### src/rtl/dram_io_pkg.sv
// Shared defaults and FSM state encoding for the DRAM PISO readout path.
// Latency: n/a (types only).  Backpressure: n/a.
package dram_io_pkg;

    localparam int NLANES_DEF = 16;
    localparam int NBITS_DEF  = 8;

    typedef enum logic [2:0] {
        IDLE     = 3'd0,
        LOAD     = 3'd1,
        SHIFT_LO = 3'd2,
        SHIFT_HI = 3'd3,
        RD_DONE  = 3'd4
    } rd_state_t;

endpackage

### src/rtl/piso_clk_gen.sv
// Drives the PISO shift clock and load strobe, and flags capture / last-bit points.
// Latency: pins registered from the reader's next state, so they line up with its state.
// Backpressure: none.
module piso_clk_gen #(
    parameter int DIV   = 2,
    parameter int NBITS = 8,
    parameter int BW    = 4
) (
    input  logic          clk_100m,
    input  logic          rst_n,
    input  logic          load_nxt,
    input  logic          hi_nxt,
    input  logic          lo_now,
    input  logic          hi_now,
    input  logic [3:0]    phase_q,
    input  logic [BW-1:0] bit_q,
    output logic          pc_clk,
    output logic          pc_clk_inv,
    output logic          pc_sr_ld_n,
    output logic          phase_last,
    output logic          capture,
    output logic          last_bit
);

    localparam logic [3:0]    PH_LAST  = 4'(DIV - 1);
    localparam logic [BW-1:0] BIT_LAST = BW'(NBITS - 1);

    logic pc_clk_d, pc_clk_q;
    logic pc_clk_inv_d, pc_clk_inv_q;
    logic pc_sr_ld_n_d, pc_sr_ld_n_q;

    always_comb begin
        pc_clk_d     = hi_nxt;
        pc_clk_inv_d = ~hi_nxt;
        pc_sr_ld_n_d = ~load_nxt;
    end

    always_ff @(posedge clk_100m or negedge rst_n) begin
        if (!rst_n) begin
            pc_clk_q     <= 1'b0;
            pc_clk_inv_q <= 1'b1;
            pc_sr_ld_n_q <= 1'b1;
        end else begin
            pc_clk_q     <= pc_clk_d;
            pc_clk_inv_q <= pc_clk_inv_d;
            pc_sr_ld_n_q <= pc_sr_ld_n_d;
        end
    end

    // Sample lanes on the last low cycle, just before pc_clk rises and the PISO shifts.
    assign phase_last = (phase_q == PH_LAST);
    assign capture    = lo_now & phase_last;
    assign last_bit   = hi_now & (bit_q == BIT_LAST);

    assign pc_clk     = pc_clk_q;
    assign pc_clk_inv = pc_clk_inv_q;
    assign pc_sr_ld_n = pc_sr_ld_n_q;

endmodule

### src/rtl/dram_piso_reader.sv
// Loads external PISO registers, shifts NBITS bits per lane MSB first, publishes the word.
// Latency: LOAD_CYC + 2*DIV*NBITS + 1 cycles from start accept to done.
// Backpressure: start is taken only in IDLE; abort drops the readout at once.
module dram_piso_reader
    import dram_io_pkg::*;
#(
    parameter int NLANES   = NLANES_DEF,
    parameter int NBITS    = NBITS_DEF,
    parameter int DIV      = 2,
    parameter int LOAD_CYC = 2
) (
    input  logic                      clk_100m,
    input  logic                      rst_n,
    input  logic                      start,
    input  logic                      abort,
    input  logic [NLANES-1:0]         DRAM16_data,
    output logic                      pc_clk,
    output logic                      pc_sr_ld_n,
    output logic                      pc_clk_inv,
    output logic                      busy,
    output logic                      done,
    output logic                      data_valid,
    output logic [NLANES*NBITS-1:0]   data_out
);

    localparam int         BW        = $clog2(NBITS + 1);
    localparam logic [3:0] LOAD_LAST = 4'(LOAD_CYC - 1);

    rd_state_t                 state_q, state_d;
    logic [3:0]                phase_q, phase_d;
    logic [BW-1:0]             bit_q, bit_d;
    logic                      busy_q, busy_d;
    logic                      done_q, done_d;
    logic                      data_valid_q, data_valid_d;
    logic [NLANES*NBITS-1:0]   data_out_q, data_out_d;
    logic [NLANES*NBITS-1:0]   cap_word;
    logic                      capture, last_bit, phase_last;

    piso_clk_gen #(
        .DIV   (DIV),
        .NBITS (NBITS),
        .BW    (BW)
    ) u_clk_gen (
        .clk_100m   (clk_100m),
        .rst_n      (rst_n),
        .load_nxt   (state_d == LOAD),
        .hi_nxt     (state_d == SHIFT_HI),
        .lo_now     (state_q == SHIFT_LO),
        .hi_now     (state_q == SHIFT_HI),
        .phase_q    (phase_q),
        .bit_q      (bit_q),
        .pc_clk     (pc_clk),
        .pc_clk_inv (pc_clk_inv),
        .pc_sr_ld_n (pc_sr_ld_n),
        .phase_last (phase_last),
        .capture    (capture),
        .last_bit   (last_bit)
    );

    // Each lane shifts left, so the first captured bit ends up in the MSB.
    for (genvar l = 0; l < NLANES; l++) begin : g_lane
        logic [NBITS-1:0] sh_d, sh_q;

        always_comb begin
            sh_d = sh_q;
            if (capture) begin
                sh_d = {sh_q[NBITS-2:0], DRAM16_data[l]};
            end
        end

        always_ff @(posedge clk_100m or negedge rst_n) begin
            if (!rst_n) begin
                sh_q <= '0;
            end else begin
                sh_q <= sh_d;
            end
        end

        assign cap_word[NBITS*l +: NBITS] = sh_q;
    end

    always_comb begin
        state_d      = state_q;
        phase_d      = phase_q;
        bit_d        = bit_q;
        data_valid_d = data_valid_q;
        data_out_d   = data_out_q;
        if (abort) begin
            state_d = IDLE;
            phase_d = 4'd0;
            bit_d   = '0;
        end else begin
            case (state_q)
                IDLE: begin
                    if (start) begin
                        state_d      = LOAD;
                        phase_d      = 4'd0;
                        bit_d        = '0;
                        data_valid_d = 1'b0;
                    end
                end
                LOAD: begin
                    if (phase_q == LOAD_LAST) begin
                        state_d = SHIFT_LO;
                        phase_d = 4'd0;
                    end else begin
                        phase_d = phase_q + 4'd1;
                    end
                end
                SHIFT_LO: begin
                    if (phase_last) begin
                        state_d = SHIFT_HI;
                        phase_d = 4'd0;
                    end else begin
                        phase_d = phase_q + 4'd1;
                    end
                end
                SHIFT_HI: begin
                    if (phase_last) begin
                        phase_d = 4'd0;
                        if (last_bit) begin
                            state_d = RD_DONE;
                            bit_d   = '0;
                        end else begin
                            state_d = SHIFT_LO;
                            bit_d   = bit_q + BW'(1);
                        end
                    end else begin
                        phase_d = phase_q + 4'd1;
                    end
                end
                RD_DONE: state_d = IDLE;
                default: state_d = IDLE;
            endcase
        end
        done_d = (state_d == RD_DONE);
        busy_d = (state_d != IDLE);
        if (state_d == RD_DONE) begin
            data_out_d   = cap_word;
            data_valid_d = 1'b1;
        end
    end

    always_ff @(posedge clk_100m or negedge rst_n) begin
        if (!rst_n) begin
            state_q      <= IDLE;
            phase_q      <= 4'd0;
            bit_q        <= '0;
            busy_q       <= 1'b0;
            done_q       <= 1'b0;
            data_valid_q <= 1'b0;
            data_out_q   <= '0;
        end else begin
            state_q      <= state_d;
            phase_q      <= phase_d;
            bit_q        <= bit_d;
            busy_q       <= busy_d;
            done_q       <= done_d;
            data_valid_q <= data_valid_d;
            data_out_q   <= data_out_d;
        end
    end

    assign busy       = busy_q;
    assign done       = done_q;
    assign data_valid = data_valid_q;
    assign data_out   = data_out_q;

endmodule

### config.mk
export PLATFORM = sky130hd
export DESIGN_NAME = dram_piso_reader
export DESIGN_NICKNAME = d
export VERILOG_FILES = /design/src/rtl/dram_io_pkg.sv /design/src/rtl/piso_clk_gen.sv /design/src/rtl/dram_piso_reader.sv
export SDC_FILE = /design/constraint.sdc
export NUM_CORES = 1
export LEC_CHECK = 0
export ABC_AREA = 1
export CORE_ASPECT_RATIO = 0.8
export CORE_UTILIZATION = 54
export CTS_CLUSTER_DIAMETER = 40
export CTS_CLUSTER_SIZE = 40
export DETAILED_ROUTE_END_ITERATION = 12
export MAX_ROUTING_LAYER = met4
export PLACE_DENSITY = 0.77
export SLEW_MARGIN = 15
export SYNTH_ARGS = -nofsm -noshare
export SYNTH_HDL_FRONTEND = slang
export SYNTH_SLANG_ARGS = --single-unit
### constraint.sdc
create_clock -name clk_100m -period 2.49 [get_ports clk_100m]
set_clock_uncertainty 0.2 [all_clocks]
set_input_delay 0.249 -clock clk_100m [delete_from_list [all_inputs] [get_ports clk_100m]]
set_output_delay 0.249 -clock clk_100m [all_outputs]
set_load 0.05 [all_outputs]
Word level (Yosys, flattened, before mapping) --
Index checks and enable logic that the tools add are counted.
Operators by class: bitwise logic cells 4, $add $sub $neg 2, reductions and logical operators 10, mux-type cells 19, eq/ne operators 11
Operators with widths (number):
- two-way mux 4 bit | 6
- two-way mux 3 bit | 6
- one-hot mux 4 bit (2 select lines) | 2
- one-hot mux 3 bit (4 select lines) | 1
- == test 3 x 2 -> 1 bit (second input constant) | 3
- nonzero test 3 bit | 3
- adder 4 x 1 -> 4 bit (second input constant) | 2
- == test 3 x 1 -> 1 bit (second input constant) | 2
- != test 3 bit (second input constant) | 2
- AND reduction 3 bit | 2
- == test 4 x 1 -> 1 bit (second input constant) | 1
- == test 4 x 3 -> 1 bit (second input constant) | 1
- two-way mux 1 bit | 4
- nonzero test 2 bit | 2
- == test 3 bit (second input constant) | 1
- logical NOT 3 bit | 1
- OR reduction 3 bit | 1
- bitwise AND 1 bit | 2
- != test 2 x 1 -> 1 bit (second input constant) | 1
- NOT 1 bit | 2
- AND reduction 2 bit | 1
Storage, ports and cells: bits in registers 273, word-level logic and storage cells 72, output and inout bits 134, input port bits 20

Longest topological paths before layout --
Gate-level depths: netlist of run 1.
depth after elaboration 9, gate-level depth with buffers 10, gate-level depth less buffers 10

Modules after synthesis --
A second synthesis of run 1 with hierarchy kept.
Unflattened totals: cell total of the unflattened synthesis 1081, area, all modules 10742.8 µm²
By module, submodules not included:
- dram_piso_reader | area an instance 10608.9 µm², sequential area each 6756.5 µm², cells each 1066, instances 1
- piso_clk_gen | area an instance 133.9 µm², sequential area each 77.6 µm², cells each 15, instances 1

Worst setup path before layout of run 1 --
Ideal clock, no wire load.
path type register -> register, start point register phase_q[1], end point register data_out_q[10], in the netlist data_out[10], setup slack 760 ps, setup time 130 ps, data required time 2160 ps, stages on the path, launching flop included 10, clock period less this slack 1730 ps, data arrival time 1400 ps, buffers on the path 2, cells stage by stage dfrtp_1 -> inv_1 -> ha_1 -> nand2_1 -> nor2_4 -> nand3_2 -> buf_6 -> buf_6 -> nand2_1 -> o21ai_1
On the way: longest elaborated chain between the ends 5, elaborated cells on any way between the ends 7, classes of those cells 2 x eq/ne; 5 x mux
Ends and longest elaborated chain:
- start, declared | RTL line dram_piso_reader.sv:30 | logic [3:0] phase_q, phase_d;
- start signal, assigned | RTL line dram_piso_reader.sv:155 | phase_q <= phase_d;
- == test 4 x 1 -> 1 bit (*) | RTL line piso_clk_gen.sv:51, dram_piso_reader.sv:103
- two-way mux 3 bit, on equally long branches | RTL line dram_piso_reader.sv:119, dram_piso_reader.sv:103, dram_piso_reader.sv:111
- one-hot mux 3 bit (4 select lines) (*) | RTL line dram_piso_reader.sv:93 | case (state_q)
- two-way mux 3 bit (*) | RTL line dram_piso_reader.sv:88 | if (abort) begin
- == test 3 bit (*) | RTL line dram_piso_reader.sv:138 | if (state_d == RD_DONE) begin
- end signal, assigned | RTL line dram_piso_reader.sv:160 | data_out_q <= data_out_d;
- end, declared | RTL line dram_piso_reader.sv:35 | logic [NLANES*NBITS-1:0] data_out_q, data_out_d;
Mark *: on every way between the ends. The rest lies on a longest branch, timed or not. A chain may end at the register's enable or synchronous reset.

Final worst setup path of run 1 --
start point register u_clk_gen.pc_sr_ld_n_q, in the netlist u_clk_gen.pc_sr_ld_n, end point output port pc_sr_ld_n
RTL lines:
- start, declared | RTL line piso_clk_gen.sv:30 | logic pc_sr_ld_n_d, pc_sr_ld_n_q;
- start signal, assigned | RTL line piso_clk_gen.sv:46 | pc_sr_ld_n_q <= pc_sr_ld_n_d;
- end, declared | RTL line dram_piso_reader.sv:18 | output logic pc_sr_ld_n,
No word-level cell between the ends.

==> key figures, run 1 <==
STA
  • Final Hold Fails: 0
  • Least-Margin Pin Slew: 0.571 ns
  • Final setup fails: 0
  • Max transition margin: 0.618
  • Max-slew violations: 0
  • Final setup TNS: 0 ns
  • F_max: 439 MHz
  • Final min period: 2.28 ns
  • Period utilisation layout: 0.915
  • Unrepaired setup endpoints after global routing: no

Global route
  • All-Layer GR Usage: 0.213
  • Grt ovf: 0
  • First-pass GRT wire length: 34300 um
  • Largest net degree at the start of global routing: 87
  • Vias in the first global route: 6961
  • Initial antenna violation count: 0

Setup path
  • R2r worst-path depth: 7
  • Crit path launch: u_clk_gen.pc_sr_ld_n$_DFF_PN1_
  • WP data arrival: 1.83 ns
  • CP Capture Type: output port
  • R2r startpoint: phase_q[1]$_DFFE_PN0P_
  • Worst reg2reg endpoint: g_lane[4].sh_q[7]$_DFFE_PN0P_
  • Startpoint types: register
  • CP bufs+invs: 1
  • Req. time, crit path: 2.04 ns
  • Worst path cell trace: clkdlybuf4s50_1
  • Worst R2R Setup Slack: 0.37 ns
  • Crit-path leading delay family: buffers and inverters
  • Slowest CP cell: clkdlybuf4s50_1
  • Worst Setup EP: pc_sr_ld_n
  • Worst path depth: 1
  • Critical Path Max Stage Delay: 0.79 ns
  • Worst-path fanout max: 1
  • Type of the worst setup path: reg -> out

Pwr
  • Pwr Density: 779 nW/um2
  • Combinational power share: 0.090
  • Sw frac: 0.266
  • Max VDD drop: 0.664 mV
  • Net Switching: 2750 uW
  • Flop pwr share: 0.490
  • Internal Pwr Total: 7600 uW
  • Leakage power total: 0.00599 uW
  • Clock group share of total power: 0.419

Detailed routing
  • Routed WL per cell: 13.6 um
  • Routed WL: 20100 um
  • Pre-Repair DR Iteration Count: 5
  • Via count: 7230
  • DRC Markers: 0
  • 1st-iter DRT viols: 388
  • Routed Antenna Nets: 0
  • Via density: 4.90

Die
  • Initial core utilization: 0.556
  • Chip width: 159 um
  • Die area: 20300 um2
  • Row cnt: 45
  • Die H: 128 um
  • Core footprint: 19100 um2
  • Num ports: 154

Placed design
  • Gpl congestion: 0.815
  • Final HPWL DP: 12900 um
  • PortBufs: 153

Synthesis
  • Ranking of synthesized cells by area: dfrtp_1 64%, nand2_1 11%, o21ai_1 6.1%
  • Syn nets: 1076
  • Yosys warnings: 0
  • Top-area cell type share of the netlist area: 0.637
  • Cell Area, Synth: 10600 um2
  • Seq/Total Area, Yosys: 0.642
  • Synth Instances: 1053
  • Mean Syn Cell Area: 10.1 um2
  • Synth Register Bits: 273
  • Area leader, netlist: dfrtp_1
  • Synth unique cells: 30

Final layout
  • Inserted Diodes: 0
  • Final Net Count: 1220
  • Fill cell total of the finished layout: 1443
  • Layout area overhead: 24.8%
  • Final core utilization: 0.694
  • Share of cells above drive strength 1: 0.110
  • Area occupied by multi-input gates: 2880 um2
  • Register area: 6830 um2

CTS
  • Root Driver: clkbuf_16
  • Clock-pin slew on the worst setup and hold paths: 0.06 ns
  • CTS max path bufs: 3
  • Post-CTS setup repair buffer count: 0
  • Total CTS buffers: 30
  • Worst skew pair latency: 0.54 ns
  • CTS Sinks: 273
  • CTS tree: built
  • H-tree levels: 1
  • CTS-repair resized insts: 0

Flow run
  • Max Cap Viol: 0

Min path
  • Worst min-delay path category: in -> async

Outcome
  • Outcome: finished clean
layer usage:
layer | up-vias | global-route usage | part of all wire
li1 | 3624 | - | -
met1 | 3439 | 0.296 | 0.48
met2 | 145 | 0.315 | 0.44
met3 | 22 | 0.0591 | 0.066
met4 | 0 | 0.0441 | 0.012
met5 | - | - | 0
cell families after synthesis:
kind of cell             share of synthesized area
AND/OR/NAND/NOR                              0.128
flip-flops                                   0.642
AO/OA/AOI/OAI                                0.137
buffers and inverters                       0.0878
adder cells (fa/ha/maj)                    0.00353
XOR/XNOR                                  0.000823
how the worst min path moves through the flow:
stage                                               end  slack [ns]  cells after the start
final                              bit_q[1]$_DFFE_PN0P_       0.006                      2
after global routing      g_lane[0].sh_q[3]$_DFFE_PN0P_        0.01                      2
after CTS                          bit_q[1]$_DFFE_PN0P_      0.0007                      2
after detailed placement  g_lane[0].sh_q[4]$_DFFE_PN0P_       -0.04                      1
after global placement    g_lane[0].sh_q[4]$_DFFE_PN0P_       -0.03                      1
after floorplan                    bit_q[0]$_DFFE_PN0P_       -0.25                      0
state kept, by name, indices dropped and copies added (netlist names):
name	cells
u_clk_gen.pc_clk	1
u_clk_gen.pc_sr_ld_n	1
busy	1
g_lane.sh_q	128
data_out	128
phase_q	4
done	1
state_q	3
bit_q	4
u_clk_gen.pc_clk_inv	1
data_valid	1
area by class of cell:
cell class	count	area share
flip-flops and latches	273	0.514
clock inverters	23	0.0175
clock buffers	31	0.0584
well taps	258	0.0243
repair buffers	167	0.132
multi-input cells	598	0.217
inverters	127	0.0359
power by group through the flow:
stage | clock (uW) | sequential, uW | combinational, uW
finish | 4340 | 5080 | 934
global placement | 0 | 5140 | 908
CTS | 4450 | 5080 | 952
detailed placement | 0 | 5160 | 933
floorplan | 0 | 5140 | 626
global route | 4630 | 5130 | 1080
synth_stat cells:
library cell,number
a21oi_1,6
and2_1,1
buf_2,11
buf_4,5
buf_6,29
clkbuf_1,9
clkbuf_2,1
clkinv_1,1
dfrtp_1,271
dfstp_2,2
ha_1,3
inv_1,122
inv_2,4
nand2_1,304
nand2_2,2
nand3_1,8
nand3_2,3
nand3b_1,1
nand4_1,3
nor2_1,14
nor2_2,1
nor2_4,1
nor2_8,1
nor3_1,1
nor3_4,1
o21ai_0,65
o21ai_1,129
o21ai_2,52
o22ai_1,1
xor2_1,1
metrics by stage:
step	std cells	hold slack [ns]	power [uW]	setup WS [ns]	area [um2]
4_1_cts	1477	0.000733	10500	0.184	13300
6_report	1477	0.00593	10400	0.213	13300
2_1_floorplan	1053	-0.247	5770	0.760	10600
3_5_place_dp	1421	-0.0382	6090	0.369	12300
3_3_place_gp	1421	-0.0331	6040	0.476	12300
5_1_grt	1477	0.0129	10800	0.156	13300
placed cells by master, fill, tap and decap left out, types with 2 or more instances in the layout:
cell,count
nand3_2,2
inv_2,4
inv_8,2
a21oi_1,6
nand2_1,304
dlygate4sd3_1,2
o21ai_2,52
dfrtp_1,271
inv_6,3
clkinvlp_4,2
o21ai_0,65
dfstp_2,2
nand2_2,2
buf_12,9
clkinv_4,8
clkbuf_16,31
nor2_1,14
inv_1,122
nand4_1,3
ha_1,3
clkinv_2,4
nand3_1,8
buf_4,3
clkinv_8,3
clkdlybuf4s50_1,152
o21ai_1,129
timing repair:
item,4_1_cts,5_1_grt
setup endpoints to repair,0,0
endpoints found under the hold margin,271,0
hold buffers,2,0
Power figures use the tool's default switching activity.
==> run 2, diff against run 1 <==
- SYNTH_HIERARCHICAL: unset -> 1
==> key figures, run 2 <==
Detailed routing
  • Routed Antenna Nets: 0 (unchanged)
  • Via density: 4.93 (+0.80%)
  • DRC Markers: 0 (unchanged)
  • Pre-Repair DR Iteration Count: 5 (unchanged)
  • Routed WL per cell: 13.8 um (+1.5%)
  • 1st-iter DRT viols: 403 (+3.9%)
  • Via count: 7505 (+3.8%)
  • Routed WL: 21000 um (+4.6%)

Die
  • Chip width: 160 um (+0.45%)
  • Num ports: 154 (unchanged)
  • Die area: 20500 um2 (+0.91%)
  • Die H: 128 um (+0.45%)
  • Initial core utilization: 0.560 (+0.00345)
  • Core footprint: 19200 um2 (+0.29%)
  • Row cnt: 45 (unchanged)

CTS
  • CTS max path bufs: 3 (unchanged)
  • Clock-pin slew on the worst setup and hold paths: 0.07 ns (about the same)
  • CTS Sinks: 273 (unchanged)
  • Root Driver: clkbuf_16
  • CTS tree: built
  • H-tree levels: 1 (unchanged)
  • Total CTS buffers: 30 (unchanged)
  • Worst skew pair latency: 0.54 ns (about the same)

Global route
  • First-pass GRT wire length: 35400 um (+3.2%)
  • Largest net degree at the start of global routing: 99 (+14%)
  • Initial antenna violation count: 0 (unchanged)
  • All-Layer GR Usage: 0.219 (+0.00642)
  • Vias in the first global route: 7150 (+2.7%)
  • Grt ovf: 0 (unchanged)

Synthesis
  • Synth Instances: 1081 (+2.7%)
  • Synth Register Bits: 273 (unchanged)
  • Ranking of synthesized cells by area: dfrtp_1 63%, nand2_1 10%, o21ai_0 6.3%
  • Number of synthesized flops with an enable pin: 0 (unchanged)
  • Cell Area, Synth: 10700 um2 (+0.92%)
  • Area leader, netlist: dfrtp_1
  • Syn nets: 1104 (+2.6%)
  • Synth unique cells: 24 (-20%)
  • Most frequent cell after synthesis: nand2_1
  • Most common library cells after synthesis: 293 x nand2_1, 271 x dfrtp_1, 149 x inv_1, 135 x o21ai_0, 68 x o21ai_2
  • Seq/Total Area, Yosys: 0.636 (-0.00583)
  • Mean Syn Cell Area: 9.94 um2 (-1.7%)
  • Top-area cell type share of the netlist area: 0.631 (-0.00579)
  • Ys flop type: dfrtp_1
  • Yosys warnings: 6 (+6)
  • Asr flop ratio synth: 1.00 (unchanged)

STA
  • Hold slack: 0.0626 ns (+0.0567 ns)
  • Final setup fails: 0 (unchanged)
  • Max transition margin: 0.620 (+0.00247)
  • F_max: 434 MHz (-1.2%)
  • Final min period: 2.31 ns (+0.0285 ns)
  • Final Hold Fails: 0 (unchanged)
  • Period utilisation layout: 0.926 (+0.0114)
  • Max-slew violations: 0 (unchanged)
  • Fin worst setup slack: 0.184 ns (-0.0285 ns)
  • Least-Margin Pin Slew: 0.568 ns (-0.00369 ns)

Setup path
  • WP data arrival: 2.53 ns (+0.70 ns)
  • Crit-path leading delay family: simple AND/OR/NAND/NOR gates
  • Req. time, crit path: 2.71 ns (+0.67 ns)
  • CP bufs+invs: 3 (+2)
  • Type of the worst setup path: reg -> reg
  • Worst-path fanout max: 98 (+97)
  • Worst path cell trace: inv_2, nand3_2, inv_2, nand2_1, nor3_2, nand4_4, buf_12, nand2_1, o21ai_2
  • Slowest CP cell: dfrtp_1
  • Critical Path Max Stage Delay: 0.43 ns (-0.36 ns)
  • CP Capture Type: register
  • Startpoint types: register

Pwr
  • Sw frac: 0.257 (-0.00857)
  • Pwr Density: 726 nW/um2 (-6.9%)
  • Max VDD drop: 0.651 mV (-2.0%)
  • Combinational power share: 0.069 (-0.021)
  • Clock group share of total power: 0.438 (+0.019)
  • Net Switching: 2530 uW (-7.9%)
  • Flop pwr share: 0.493 (+0.003)
  • Internal Pwr Total: 7320 uW (-3.7%)
  • Leakage power total: 0.00604 uW (+0.98%)
  • Pwr Total: 9860 uW (-4.8%)

Final layout
  • Commonest non-fill, non-tap cell in the layout: nand2_1
  • Fill cell total of the finished layout: 1430 (-0.90%)
  • Share of cells above drive strength 1: 0.128 (+0.0183)
  • Layout area overhead: 26.4%
  • Final Net Count: 1262 (+3.4%)
  • Inserted Diodes: 0 (unchanged)
  • Most frequent cells in the layout: 293 x nand2_1, 271 x dfrtp_1, 152 x clkdlybuf4s50_1

Placed design
  • PortBufs: 153 (unchanged)
  • Gpl congestion: 0.895 (+9.8%)
  • Pre-CTS setup slack: 0.114 ns (-0.255 ns)
  • Final HPWL DP: 13700 um (+5.9%)

Outcome
  • Outcome: finished clean

Min path
  • Worst min-delay path category: in -> reg

Flow run
  • Max Cap Viol: 0 (unchanged)
==> run 2: cell types whose count changed in the layout (fill, tap and decap cells not counted), sizes merged, moves of 3 or more <==
| cell | delta |
|---|---|
| inv | +28 |
| o21ai | +17 |
| buf | +16 |
| nand2 | -13 |
| clkinv | -10 |
| clkinvlp | +8 |
| a21oi | -4 |
| nand3 | +3 |
==> run 2: routing by layer <==
layer  track usage  share of wire  up-vias
met5             -              0        -
met4        0.0571          0.022        0
met3        0.0379          0.047       37
met2         0.336           0.46      157
met1         0.305           0.47     3580
li1              -              -     3731
==> run 2: power groups by stage <==
stage | registers [uW] | clock network [uW] | logic (uW)
after CTS | 4860 | 4410 | 695
final | 4860 | 4320 | 680
after detailed placement | 4930 | 0 | 682
after global routing | 4890 | 4590 | 787
after global placement | 4920 | 0 | 660
after floorplan | 4930 | 0 | 384
==> run 2: logic make-up (layout without fill, tap and decap cells) <==
kind of cell / Yosys count / after routing / synth area share
xor+xnor: 2 / 2 / 0.00163
fa+ha+maj: 3 / 3 / 0.00349
simple gates: 331 / 331 / 0.122
flops: 273 / 273 / 0.636
compound gates: 265 / 265 / 0.147
buf+inv: 207 / 389 / 0.0898
==> run 2: layout make-up <==
type	count	area, um2	area share
Timing Repair Buffer	182	1910	0.140
Sequential cell	273	6830	0.503
Clock buffer	31	764	0.0563
Multi-Input combinational cell	601	2950	0.217
Clock inverter	25	236	0.0174
Tap cell	258	323	0.0238
Inverter	151	567	0.0417
==> run 2: through the flow <==
stage | util | cell area, um2 | instances | setup TNS [ns]
after global placement | 0.654 | 12500 | 1461 | 0
final | 0.707 | 13600 | 1521 | 0
after CTS | 0.706 | 13600 | 1518 | 0
after detailed placement | 0.654 | 12500 | 1461 | 0
after global routing | 0.707 | 13600 | 1521 | -0.00128
after floorplan | - | 10700 | 1081 | 0
==> run 2: worst register-to-register path, cell delays in order, from the launching register on <==
cell and delay (ns):
dfrtp_1 0.43, inv_2 0.10, nand3_2 0.11, inv_2 0.12, nand2_1 0.07, nor3_2 0.30
nand4_4 0.27, buf_12 0.31, nand2_1 0.22, o21ai_2 0.06
==> run 2: worst paths after layout <==
path                                                     start                             end  slack [ns]  cells after the start
worst min-delay path                           DRAM16_data[11]  g_lane[11].sh_q[0]$_DFFE_PN0P_        0.06                      3
worst min register to register  g_lane[15].sh_q[1]$_DFFE_PN0P_  g_lane[15].sh_q[2]$_DFFE_PN0P_        0.27                      2
min in group asynchronous                                rst_n   g_lane[0].sh_q[1]$_DFFE_PN0P_        0.09                      2
worst max register to register            state_q[2]$_DFF_PN0_       data_out[120]$_DFFE_PN0N_        0.18                      9
max in group asynchronous                                rst_n  u_clk_gen/pc_clk_inv$_DFF_PN1_        1.24                      3
worst max-delay path                      state_q[2]$_DFF_PN0_       data_out[120]$_DFFE_PN0N_        0.18                      9
==> run 2: what timing repair did <==
item	in CTS	in global routing
resized for setup	0	0
buffers inserted	0	3
endpoints found under the hold margin	271	0
hold buffers	1	0
endpoints found under the setup margin	0	60
